## src/rtl/cpu_writeback_pkg.sv

```systemverilog
// Shared CPU pipeline types used by the writeback stage and the debug trace path.
// Combinational-only definitions; no latency.
// No handshakes are defined here.
package cpu_writeback_pkg;

    localparam int XLEN      = 32;
    localparam int REG_IDX_W = 5;

    typedef logic [XLEN-1:0]      register_t;
    typedef logic [REG_IDX_W-1:0] reg_index_t;

    typedef struct packed {
        register_t  pc;
        register_t  rd;
        reg_index_t inst_rd;
        logic       strobe;
    } memory_data_t;

    typedef struct packed {
        register_t  pc;
        reg_index_t rd_index;
        register_t  rd_value;
    } trace_record_t;

    localparam int TRACE_REC_W = $bits(trace_record_t);

endpackage

```

## src/rtl/cpu_trace_fifo.sv

```systemverilog
// Synchronous FIFO with count-based full/empty and head read straight from storage flops.
// Latency: a push is visible at the head one clock later.
// Backpressure: pushes while full are dropped; full ignores a same-cycle pop.
module cpu_trace_fifo #(
    parameter int DEPTH = 4,
    parameter int WIDTH = 32
) (
    input  logic             i_clock,
    input  logic             i_reset,
    input  logic             i_push_vld,
    input  logic [WIDTH-1:0] i_push_dat,
    output logic             o_full,
    output logic             o_pop_vld,
    input  logic             i_pop_rdy,
    output logic [WIDTH-1:0] o_pop_dat
);

    localparam int PTR_W = (DEPTH > 1) ? $clog2(DEPTH) : 1;
    localparam int CNT_W = $clog2(DEPTH + 1);

    logic [WIDTH-1:0] mem_q [DEPTH];
    logic [WIDTH-1:0] mem_d [DEPTH];
    logic [PTR_W-1:0] wr_ptr_q, wr_ptr_d;
    logic [PTR_W-1:0] rd_ptr_q, rd_ptr_d;
    logic [CNT_W-1:0] count_q, count_d;
    logic             push;
    logic             pop;

    function automatic logic [PTR_W-1:0] ptr_inc(input logic [PTR_W-1:0] p);
        return (p == PTR_W'(DEPTH - 1)) ? '0 : p + PTR_W'(1);
    endfunction

    assign o_full    = (count_q == CNT_W'(DEPTH));
    assign o_pop_vld = (count_q != '0);
    assign o_pop_dat = mem_q[rd_ptr_q];
    assign push      = i_push_vld && !o_full;
    assign pop       = i_pop_rdy && o_pop_vld;

    always_comb begin
        mem_d    = mem_q;
        wr_ptr_d = wr_ptr_q;
        rd_ptr_d = rd_ptr_q;
        count_d  = count_q;
        if (push) begin
            mem_d[wr_ptr_q] = i_push_dat;
            wr_ptr_d        = ptr_inc(wr_ptr_q);
        end
        if (pop) begin
            rd_ptr_d = ptr_inc(rd_ptr_q);
        end
        case ({push, pop})
            2'b10:   count_d = count_q + CNT_W'(1);
            2'b01:   count_d = count_q - CNT_W'(1);
            default: count_d = count_q;
        endcase
    end

    always_ff @(posedge i_clock) begin
        if (i_reset) begin
            wr_ptr_q <= '0;
            rd_ptr_q <= '0;
            count_q  <= '0;
            for (int i = 0; i < DEPTH; i++) begin
                mem_q[i] <= '0;
            end
        end else begin
            wr_ptr_q <= wr_ptr_d;
            rd_ptr_q <= rd_ptr_d;
            count_q  <= count_d;
            mem_q    <= mem_d;
        end
    end

endmodule

```

## src/rtl/cpu_writeback.sv

```systemverilog
// Writeback stage: retires memory-stage packets into the register file, forwarding copy, instret and trace FIFO.
// Latency: one clock from accept to register-file write, instret update and trace head.
// Backpressure: a pending packet stalls (o_busy) under debug halt or a full trace FIFO.
module cpu_writeback
    import cpu_writeback_pkg::*;
#(
    parameter int TRACE_DEPTH   = 4,
    parameter int INSTRET_WIDTH = 64
) (
    input  logic                     i_clock,
    input  logic                     i_reset,
    input  memory_data_t             i_data,
    output logic                     o_busy,
    input  logic                     i_halt,
    output logic                     o_rd_we,
    output logic [4:0]               o_rd_index,
    output logic [31:0]              o_rd_value,
    output logic                     o_fwd_valid,
    output logic [4:0]               o_fwd_index,
    output logic [31:0]              o_fwd_value,
    output logic [INSTRET_WIDTH-1:0] o_instret,
    input  logic                     i_instret_we,
    input  logic [INSTRET_WIDTH-1:0] i_instret_wdata,
    output logic                     o_trace_valid,
    input  logic                     i_trace_ready,
    output logic [31:0]              o_trace_pc,
    output logic [4:0]               o_trace_rd_index,
    output logic [31:0]              o_trace_rd_value
);

    logic                     last_strobe_q, last_strobe_d;
    logic                     rd_we_q, rd_we_d;
    reg_index_t               rd_index_q, rd_index_d;
    register_t                rd_value_q, rd_value_d;
    logic                     fwd_valid_q, fwd_valid_d;
    reg_index_t               fwd_index_q, fwd_index_d;
    register_t                fwd_value_q, fwd_value_d;
    logic [INSTRET_WIDTH-1:0] instret_q, instret_d;

    logic          pending;
    logic          accept;
    logic          trace_full;
    trace_record_t push_rec;

    assign pending  = (i_data.strobe != last_strobe_q);
    assign accept   = pending && !i_halt && !trace_full;
    assign o_busy   = pending && !accept;
    assign push_rec = '{pc: i_data.pc, rd_index: i_data.inst_rd, rd_value: i_data.rd};

    generate
        if (TRACE_DEPTH > 0) begin : g_trace
            logic [TRACE_REC_W-1:0] head_dat;
            trace_record_t          head;

            cpu_trace_fifo #(
                .DEPTH (TRACE_DEPTH),
                .WIDTH (TRACE_REC_W)
            ) u_trace_fifo (
                .i_clock    (i_clock),
                .i_reset    (i_reset),
                .i_push_vld (accept),
                .i_push_dat (push_rec),
                .o_full     (trace_full),
                .o_pop_vld  (o_trace_valid),
                .i_pop_rdy  (i_trace_ready),
                .o_pop_dat  (head_dat)
            );

            assign head             = trace_record_t'(head_dat);
            assign o_trace_pc       = head.pc;
            assign o_trace_rd_index = head.rd_index;
            assign o_trace_rd_value = head.rd_value;
        end else begin : g_no_trace
            assign trace_full       = 1'b0;
            assign o_trace_valid    = 1'b0;
            assign o_trace_pc       = '0;
            assign o_trace_rd_index = '0;
            assign o_trace_rd_value = '0;
        end
    endgenerate

    always_comb begin
        last_strobe_d = last_strobe_q;
        rd_we_d       = 1'b0;
        rd_index_d    = rd_index_q;
        rd_value_d    = rd_value_q;
        fwd_valid_d   = fwd_valid_q;
        fwd_index_d   = fwd_index_q;
        fwd_value_d   = fwd_value_q;
        instret_d     = instret_q;
        if (accept) begin
            last_strobe_d = i_data.strobe;
            rd_we_d       = (i_data.inst_rd != '0);
            rd_index_d    = i_data.inst_rd;
            rd_value_d    = i_data.rd;
            // x0 retires without disturbing the forwarding entry
            if (i_data.inst_rd != '0) begin
                fwd_valid_d = 1'b1;
                fwd_index_d = i_data.inst_rd;
                fwd_value_d = i_data.rd;
            end
        end
        if (i_instret_we) begin
            instret_d = i_instret_wdata;
        end else if (accept) begin
            instret_d = instret_q + INSTRET_WIDTH'(1);
        end
    end

    always_ff @(posedge i_clock) begin
        if (i_reset) begin
            last_strobe_q <= 1'b0;
            rd_we_q       <= 1'b0;
            rd_index_q    <= '0;
            rd_value_q    <= '0;
            fwd_valid_q   <= 1'b0;
            fwd_index_q   <= '0;
            fwd_value_q   <= '0;
            instret_q     <= '0;
        end else begin
            last_strobe_q <= last_strobe_d;
            rd_we_q       <= rd_we_d;
            rd_index_q    <= rd_index_d;
            rd_value_q    <= rd_value_d;
            fwd_valid_q   <= fwd_valid_d;
            fwd_index_q   <= fwd_index_d;
            fwd_value_q   <= fwd_value_d;
            instret_q     <= instret_d;
        end
    end

    assign o_rd_we     = rd_we_q;
    assign o_rd_index  = rd_index_q;
    assign o_rd_value  = rd_value_q;
    assign o_fwd_valid = fwd_valid_q;
    assign o_fwd_index = fwd_index_q;
    assign o_fwd_value = fwd_value_q;
    assign o_instret   = instret_q;

endmodule

```

## config.mk

```make
export PLATFORM = sky130hd
export DESIGN_NAME = cpu_writeback
export DESIGN_NICKNAME = d
export VERILOG_FILES = /design/src/rtl/cpu_writeback_pkg.sv /design/src/rtl/cpu_trace_fifo.sv /design/src/rtl/cpu_writeback.sv
export SDC_FILE = /design/constraint.sdc
export NUM_CORES = 1
export LEC_CHECK = 0
export BUFFER_PORTS_ARGS = -buffer_cell sky130_fd_sc_hd__buf_2
export CORE_UTILIZATION = 35
export DETAILED_ROUTE_END_ITERATION = 16
export HOLD_SLACK_MARGIN = 0.12
export PLACE_DENSITY_LB_ADDON = 0.1
export SLEW_MARGIN = 15
export SYNTH_ARGS = -nofsm -noshare
export SYNTH_HDL_FRONTEND = slang
export SYNTH_SLANG_ARGS = --single-unit
```

## constraint.sdc

```tcl
create_clock -name i_clock -period 4.1 [get_ports i_clock]
set_input_delay 0.82 -clock i_clock [delete_from_list [all_inputs] [get_ports i_clock]]
set_output_delay 0.82 -clock i_clock [all_outputs]
set_load 0.02 [all_outputs]
```

==> flow_summary_export.csv <==
group,metric,value,unit
setup_path,worstPathArrival,2.41,ns
synthesis,synthCells,2117,
drt,avgViaCountPerCell,5.19,
drt,dr.pass1.iters,4,
setup_path,cp-end-kind,"primary output",
die,io_pins,350,
setup_path,reg2reg_slack,1.06,ns
clock_tree,ctsHoldBuffers,0,
placed_design,place_inst,2993,
clock_tree,cts_buffers,49,
synthesis,synthesis.nets,2264,
setup_path,path_class,"reg -> out",
drt,vias,15998,
synthesis,synth_compound_area_frac,0.148,
finish,final_cell_mix,"nand2_1 (730), dfxtp_1 (422), a21oi_1 (357)",
synthesis,muxShareOfSynthArea,0.0877,
finish,drive_gt1_frac,0.223,
timing,fmax,309,MHz
timing,hold_violations,0,
timing,period_needed,3.23,ns
clock_tree,clk_path_buf_depth,3,
global_routing,grt_overflow,0,
timing,finalClockSkew,0.0137,ns
timing,setup_tns,0,ns
timing,setup_viol,0,
die,die_x,227,um
die,rows,82,
clock_tree,cts_tree,"built",
synthesis,yosys.area_share.simple,0.224,
clock_tree,cts.sinks,424,
placed_design,io_buffers,349,
global_routing,grt_max_degree,143,
pwr,p_leak,8.01,nW
finish,multi_input_area,8580,um^2
clock_tree,htree_num_levels,2,
drt,wl,58.8,mm
timing,tightestPinTransition,1.07,ns
setup_path,crit_required,3.28,ns
clock_tree,cts-root-buf,"clkbuf_16",
clock_tree,cts.repair.resized,0,
synthesis,syn-cell-area,17700,um^2
global_routing,antenna_found_initial,5,
synthesis,synth_xor_area_frac,0.0148,
run,cap_viol_max_count,0,
placed_design,place_congestion,0.784,
synthesis,synth_top_family_by_area,"simple AND/OR/NAND/NOR gates",
synthesis,syn_area_per_cell,8.37,um^2
clock_tree,post_cts_buffers,0,
die,die_area,51500,um^2
synthesis,synth_adder_area_share,0.00607,
synthesis,ys_types,49,
finish,fill_cells,5182,
synthesis,synth_top_flop_cell,"dfxtp_1",
finish,fin_cells,3082,
finish,syn2layout_area_growth,21.8,%
synthesis,ys_seq_area_frac,0.479,
setup_path,startpoint_type,"flip-flop",
timing,rsz0062_at_grt,"no",
clock_tree,clkSlewWorstSetupHoldPaths,0.06,ns
drt,wire_per_inst,19.1,um
drt,first_iter_violations,1036,
pwr,finalPower,10.6,mW
synthesis,synthArstFlopShare,0,
synthesis,synth_edf_count,0,
clock_tree,clock_latency,0.59,ns
pwr,power_density,492,nW/um^2
finish,seqCellArea,8500,um^2
timing,slew_violations,0,
setup_path,worst-path-max-fanout,32,
hold_path,hold_path.class,"reg -> reg",
die,core_area,50100,um^2
finish,layout.cells.most_common,"nand2_1",
timing,fin_crit_sh,0.789,
placed_design,dp_hpwl,36.1,mm
global_routing,grt_use_total,0.225,
global_routing,grt_pass1_vias,15529,
finish,final_nets,2519,
synthesis,synth_warnings,0,
drt,ant_nets,0,
synthesis,ys_seq_elements,424,
die,dieHeight,227,um
outcome,outcome,"finished, final reports clean",
global_routing,grt_pass1_wl,90.1,mm
die,start_util,0.354,
drt,drc,0,
pwr,vdd_ir_drop_max,277,uV
timing,hold_slack,0.450,ns
timing,maxSlewHeadroom,0.286,
-- worst max-delay path, stage by stage (launching register included) --
cell and delay (ns):
dfxtp_1 0.38, nor3b_1 0.65, nor3_2 0.12, buf_4 0.32
nor2_1 0.14, buf_2 0.22
-- area by class of cell --
class / count / share of cell area
well taps: 672 / 0.0389
flip-flops and latches: 424 / 0.394
clock buffers: 79 / 0.0700
clock inverters: 6 / 0.00278
multi-input cells: 1507 / 0.398
diodes: 4 / 0.000464
inverters: 20 / 0.00354
repair buffers: 370 / 0.0933
-- worst paths after layout --
check                                                startpoint            end  cells after the start
worst max-delay path            g_trace.u_trace_fifo.count_q[2]         o_busy                      5
worst min-delay path                              o_rd_value[4]  o_rd_value[4]                      2
worst max register to register                     o_instret[1]  o_instret[62]                      6
worst min register to register                    o_rd_value[4]  o_rd_value[4]                      2
-- power breakdown --
| part | internal (mW) | total [mW] | switching [mW] |
|---|---|---|---|
| combinational | 0.659 | 1.82 | 1.16 |
| clock | 2.51 | 4.28 | 1.77 |
| sequential | 4.34 | 4.53 | 0.194 |
| total | 7.51 | 10.6 | 3.12 |
-- state kept, by name, summed over array words and instances, names as in the netlist --
name and count:
o_rd_index 5, o_rd_we 1, g_trace.u_trace_fifo.mem_q 276, g_trace.u_trace_fifo.rd_ptr_q 2, o_rd_value 32, o_instret 64
o_fwd_valid 1, last_strobe_q 1, o_fwd_value 32, g_trace.u_trace_fifo.count_q 3, g_trace.u_trace_fifo.wr_ptr_q 2, o_fwd_index 5
-- routing by layer --
| metal | up-vias | routed length [um] | GRT usage |
|---|---|---|---|
| li1 | 7786 | - | - |
| met1 | 7754 | 26500 | 0.297 |
| met2 | 373 | 28100 | 0.373 |
| met3 | 83 | 2890 | 0.0383 |
| met4 | 2 | 1340 | 0.0699 |
| met5 | - | 13 | 0 |
-- logic make-up after synthesis --
logic type / Yosys count
buffers and inverters: 186
AO/OA/AOI/OAI: 463
AND/OR/NAND/NOR: 937
adder cells (fa/ha/maj): 8
flip-flops: 424
XOR/XNOR: 30
multiplexers: 69
-- Yosys cell counts, drive strengths merged (19+ instances only) --
cell,n,area share
xor2,22,0.011
o31ai,22,0.0093
or4,26,0.011
dfxtp,424,0.48
mux4,69,0.088
buf,47,0.011
nand2,734,0.16
inv,19,0.0040
nand4,26,0.010
nor2,69,0.015
a21oi,357,0.10
a311oi,31,0.015
clkbuf,119,0.025
a211oi,24,0.010
-- stage by stage --
step,setup WS (ns),util,cell area (um^2)
2_1_floorplan,0.973,-,17700
3_3_place_gp,0.978,0.400,20000
6_report,0.866,0.431,21600
4_1_cts,0.770,0.431,21600
3_5_place_dp,0.920,0.400,20000
5_1_grt,0.665,0.431,21600
No activity file was read; power rests on OpenSTA's default activity.
